===== config.mk =====
export PLATFORM = sky130hd
export DESIGN_NAME = fetch_decode
export DESIGN_NICKNAME = d
export VERILOG_FILES = /design/src/rtl/fetch_decode.sv
export SDC_FILE = /design/constraint.sdc
export NUM_CORES = 1
export LEC_CHECK = 0
export BUFFER_PORTS_ARGS = -buffer_cell sky130_fd_sc_hd__buf_2
export CAP_MARGIN = 25
export CORE_MARGIN = 1
export CORE_UTILIZATION = 35
export CTS_BUF_LIST = sky130_fd_sc_hd__clkbuf_8
export DETAILED_ROUTE_END_ITERATION = 7
export SLEW_MARGIN = 20
export SYNTH_ARGS = -nofsm -noshare
export SYNTH_HDL_FRONTEND = slang
export SYNTH_SLANG_ARGS = --single-unit

===== constraint.sdc =====
create_clock -name clk -period 3.42 [get_ports clk]
set_input_delay 0.342 -clock clk [delete_from_list [all_inputs] [get_ports clk]]
set_output_delay 0.342 -clock clk [all_outputs]
set_load 0.05 [all_outputs]

===== src/rtl/fetch_decode.sv =====
// Fetch/decode front end: fetches one word per instruction, decodes it and holds the
// decoded fields for the execute stage under a valid/ready handshake, with PC redirects.
module fetch_decode #(
  parameter logic [15:0] RESET_PC = 16'h0000
) (
  input  logic        clk,
  input  logic        reset,
  output logic        imem_req,
  output logic [15:0] imem_addr,
  input  logic        imem_ack,
  input  logic [15:0] imem_data,
  input  logic        redirect_valid,
  input  logic [15:0] redirect_pc,
  output logic        iss_valid,
  input  logic        iss_ready,
  output logic [3:0]  iss_alu_op,
  output logic [2:0]  iss_rd,
  output logic [2:0]  iss_ra,
  output logic [2:0]  iss_rb,
  output logic [15:0] iss_imm,
  output logic        iss_use_imm,
  output logic        iss_is_load,
  output logic        iss_is_store,
  output logic [15:0] iss_pc,
  output logic        illegal
);

  typedef enum logic [1:0] {StIdle, StFetch, StDecode, StIssue} state_e;

  typedef struct packed {
    logic [3:0]  alu_op;
    logic [2:0]  rd;
    logic [2:0]  ra;
    logic [2:0]  rb;
    logic [15:0] imm;
    logic        use_imm;
    logic        is_load;
    logic        is_store;
    logic [15:0] pc;
  } iss_t;

  state_e      state_q, state_d;
  logic [15:0] pc_q, pc_d;
  logic [15:0] ir_q, ir_d;
  logic        pend_q, pend_d;
  logic [15:0] pend_pc_q, pend_pc_d;
  iss_t        iss_q, iss_d;

  iss_t        dec;
  logic        dec_bri, dec_illegal;
  logic [4:0]  opcode;
  logic [15:0] imm_sext, imm_zext;
  logic [15:0] pc_inc, br_target;

  // Instruction decode from IR; register ops carry imm = 0.
  always_comb begin
    opcode      = ir_q[15:11];
    imm_sext    = {{11{ir_q[4]}}, ir_q[4:0]};
    imm_zext    = {11'b0, ir_q[4:0]};
    pc_inc      = pc_q + 16'd1;
    br_target   = pc_q + 16'd1 + {{5{ir_q[10]}}, ir_q[10:0]};
    dec         = '0;
    dec.rd      = ir_q[10:8];
    dec.ra      = ir_q[7:5];
    dec.rb      = ir_q[4:2];
    dec.pc      = pc_q;
    dec_bri     = 1'b0;
    dec_illegal = 1'b0;
    if (opcode <= 5'd6) begin
      dec.alu_op = opcode[3:0];
    end else if (opcode <= 5'd13) begin
      dec.alu_op  = 4'(opcode - 5'd7);
      dec.use_imm = 1'b1;
      dec.imm     = (opcode <= 5'd8) ? imm_sext : imm_zext;
    end else if (opcode == 5'd14) begin
      dec_bri = 1'b1;
    end else if (opcode <= 5'd17) begin
      dec.alu_op = 4'(opcode - 5'd8);
    end else if (opcode <= 5'd19) begin
      dec.use_imm  = 1'b1;
      dec.imm      = imm_sext;
      dec.is_store = (opcode == 5'd18);
      dec.is_load  = (opcode == 5'd19);
    end else begin
      dec_illegal = 1'b1;
    end
  end

  always_ff @(posedge clk or posedge reset) begin
    if (reset) begin
      state_q   <= StIdle;
      pc_q      <= RESET_PC;
      ir_q      <= 16'h0000;
      pend_q    <= 1'b0;
      pend_pc_q <= 16'h0000;
      iss_q     <= '0;
    end else begin
      state_q   <= state_d;
      pc_q      <= pc_d;
      ir_q      <= ir_d;
      pend_q    <= pend_d;
      pend_pc_q <= pend_pc_d;
      iss_q     <= iss_d;
    end
  end

  always_comb begin
    state_d   = state_q;
    pc_d      = pc_q;
    ir_d      = ir_q;
    pend_d    = pend_q;
    pend_pc_d = pend_pc_q;
    iss_d     = iss_q;
    unique case (state_q)
      StIdle: state_d = StFetch;
      StFetch: begin
        if (redirect_valid) begin
          pend_d    = 1'b1;
          pend_pc_d = redirect_pc;
        end
        // A redirect seen during this fetch makes the returned word stale.
        if (imem_ack) begin
          if (pend_d) begin
            pc_d   = pend_pc_d;
            pend_d = 1'b0;
          end else begin
            ir_d    = imem_data;
            state_d = StDecode;
          end
        end
      end
      StDecode: begin
        iss_d = dec;
        if (redirect_valid) begin
          pc_d    = redirect_pc;
          state_d = StFetch;
        end else if (dec_bri) begin
          pc_d    = br_target;
          state_d = StFetch;
        end else if (dec_illegal) begin
          pc_d    = pc_inc;
          state_d = StFetch;
        end else begin
          state_d = StIssue;
        end
      end
      StIssue: begin
        if (redirect_valid) begin
          pc_d    = redirect_pc;
          state_d = StFetch;
        end else if (iss_ready) begin
          pc_d    = pc_inc;
          state_d = StFetch;
        end
      end
      default: state_d = StIdle;
    endcase
  end

  always_comb begin
    imem_req     = (state_q == StFetch);
    imem_addr    = pc_q;
    iss_valid    = (state_q == StIssue);
    illegal      = (state_q == StDecode) && dec_illegal;
    iss_alu_op   = iss_q.alu_op;
    iss_rd       = iss_q.rd;
    iss_ra       = iss_q.ra;
    iss_rb       = iss_q.rb;
    iss_imm      = iss_q.imm;
    iss_use_imm  = iss_q.use_imm;
    iss_is_load  = iss_q.is_load;
    iss_is_store = iss_q.is_store;
    iss_pc       = iss_q.pc;
  end

endmodule


==> flow_metrics.py <==
metrics = {
    "detailed_routing": {
        "drt.antenna.violating_nets": 0,
        "wire_per_inst_um": 18.02,
        "post-route-drc-count": 0,
        "dr.pass1.iters": 5,
        "routed_via_density": 5.527,
        "wirelength_um": 14540,
        "drtIter0Drc": 306,
        "vias": 4460,
    },
    "die": {
        "coreArea_um2": 15200,
        "ioPinCount": 104,
        "die_w_um": 126.9,
        "die_h_um": 126.9,
        "rows": 45,
        "start_util": 0.3593,
        "dieArea_um2": 16110,
    },
    "run_status": {
        "outcome": "completed",
    },
    "logic_synthesis": {
        "syn_avg_cell_area_um2": 10.10,
        "async_reset_ff_frac": 1.000,
        "syn_area_um2": 5461,
        "yosysUniqueCellTypes": 69,
        "syn_nets": 605,
        "yosys_warnings": 0,
        "synth_flop_cell": "dfrtp_1",
        "synth_edf_count": 0,
        "yosysSeqAreaShare": 0.4078,
        "synthCells": 541,
        "ys_ff_latch": 89,
    },
    "grt": {
        "grt_pass1_wl_um": 22820,
        "grt_pass1_vias": 4188,
        "grt_usage": 0.1853,
        "grt.overflow.total": 0,
        "antenna_found_initial": 0,
        "grt_max_degree": 46,
    },
    "setup_path": {
        "crit_fanout": 6,
        "rr_worst_depth": 11,
        "required_ns": 3.69,
        "r2r_end": "imem_addr[15]$_DFFE_PP0P_",
        "crit_type": "flip-flop to flip-flop",
        "r2r_slack_ns": 0.23,
        "cp.arrival_ns": 3.46,
        "start_kind": "flip-flop",
        "timing.rr.start": "imem_addr[1]$_DFFE_PP0P_",
        "endpoint_kind": "flip-flop",
    },
    "sta": {
        "final.setup.tns_ns": 0,
        "hold_viol_final": 0,
        "worst_pin_slew_ns": 0.8791,
        "rsz0062_at_grt": "false",
        "setup_ws_ns": 0.2272,
        "drv_slew": 0,
        "fin_crit_ns": 3.193,
        "setup_viol": 0,
        "skew_ns": 0.01244,
        "fmax_ghz": 0.3132,
        "slew_headroom": 0.4125,
        "min_period_over_period": 0.9336,
    },
    "clock_network": {
        "cts.clk_slew.worst_paths_ns": 0.09,
        "h-tree-depth": 3,
        "cts_tree": "built",
        "clock_path_buffers": 2,
        "worstSkewPairLatency_ns": 0.38,
        "numCtsBuffers": 9,
        "clock-sinks": 89,
        "cts_root_buf": "clkbuf_8",
    },
    "finish": {
        "nets": 678,
        "fin_util": 0.4109,
        "syn_to_final_growth_pct": 14.39,
        "final_cell_mix": "buf_2 (103), dfrtp_1 (88), mux2_2 (52)",
        "final_common_cell": "buf_2",
        "drive_gt1_frac": 0.3199,
        "antenna_cells": 0,
    },
    "place": {
        "place.gp.congestion": 0.8739,
        "portBuffers": 103,
        "pre_cts_ws_ns": 0.1470,
        "dp_hpwl_um": 10690,
    },
    "job": {
        "cap_viol_max_count": 0,
    },
    "hold_path": {
        "hp-class": "input pin to asynchronous set/reset pin",
    },
}
-- how the worst max path moves through the flow --
stage                             startpoint                   endpoint
floorplan           imem_addr[0]$_DFFE_PP0P_  imem_addr[15]$_DFFE_PP0P_
global placement    imem_addr[1]$_DFFE_PP0P_  imem_addr[15]$_DFFE_PP0P_
detailed placement  imem_addr[1]$_DFFE_PP0P_  imem_addr[15]$_DFFE_PP0P_
CTS                 imem_addr[1]$_DFFE_PP0P_  imem_addr[15]$_DFFE_PP0P_
global route        imem_addr[2]$_DFFE_PP0P_  imem_addr[15]$_DFFE_PP0P_
finish              imem_addr[1]$_DFFE_PP0P_  imem_addr[15]$_DFFE_PP0P_
-- stage by stage --
stage | instance area, um^2 | cells | hold WS [ns]
floorplan | 5461 | 541 | 0.4327
global placement | 5991 | 790 | 0.4591
detailed placement | 5991 | 790 | 0.4726
CTS | 6235 | 806 | 0.09742
global route | 6247 | 807 | 0.1501
finish | 6247 | 807 | 0.09313
-- state kept, by name (all words and copies together) (netlist names), 2 cells and up --
register    count
imem_addr      16
ir_q           16
iss_pc         16
pend_pc_q      16
iss_imm         6
iss_alu_op      4
iss_ra          3
iss_rb          3
iss_rd          3
state_q         2
-- layer usage --
| metal | wire length (um) | GRT usage | part of all wire |
|---|---|---|---|
| met1 | 6714 | 0.2496 | 0.46 |
| met3 | 631 | 0.03501 | 0.043 |
| met5 | 0 | 0 | 0 |
| met4 | 259 | 0.06723 | 0.018 |
| met2 | 6939 | 0.2964 | 0.48 |
-- timing repair --
item	in CTS	in global routing
gates resized for setup	0	4
setup endpoints to repair	0	1
hold buffers	0	0
buffers inserted	0	1
endpoints found under the hold margin	0	0
-- cell usage after synthesis (all sizes together) (4+ instances only) --
cell / count / area [um^2]
a211oi: 6 / 45.04
a21o: 8 / 60.06
a21oi: 33 / 165.2
a221oi: 12 / 111.4
a22o: 6 / 52.55
a31oi: 5 / 37.53
and3: 7 / 45.05
buf: 38 / 264.0
clkbuf: 15 / 56.30
dfrtp: 89 / 2227
ha: 26 / 325.3
inv: 20 / 75.07
mux2: 52 / 585.6
mux2i: 4 / 40.04
nand2: 35 / 131.4
nand2b: 4 / 25.02
nand3: 20 / 105.1
nand4: 6 / 37.54
nor2: 28 / 107.6
nor3: 8 / 40.04
o21ai: 36 / 180.2
o21bai: 4 / 30.03
xnor2: 16 / 140.1
xor2: 7 / 61.31
-- cell families after synthesis --
group,synth area share
buffers and inverters,0.07560
adders and majority gates,0.06323
AOI/OAI and AO/OA,0.1842
xor gates and xnor gates,0.03688
muxes,0.1145
DFF,0.4078
and+or+nand+nor,0.1178
-- worst max-delay path, cell delays in order, from the launching register on --
cell	delay [ns]
dfrtp_2	0.42
ha_1	0.19
and3_2	0.26
nand3_1	0.11
xnor2_1	0.16
ha_2	0.40
nand3_2	0.16
nor4_4	0.42
o211ai_2	0.14
a211o_1	0.28
and4_1	0.17
or3_1	0.36
-- area by class of cell --
class	instances	area, um^2
clock buffers	10	137.6
clock inverters	6	106.4
fillers	1506	8955
inverters	21	93.84
multi-input cells	378	2828
flip-flops and latches	89	2228
well taps	188	235.2
repair buffers	115	618.1
Power is left out: the tool's default activity adds up to more than one toggle a clock period on the data nets, which glitch-free logic cannot reach.
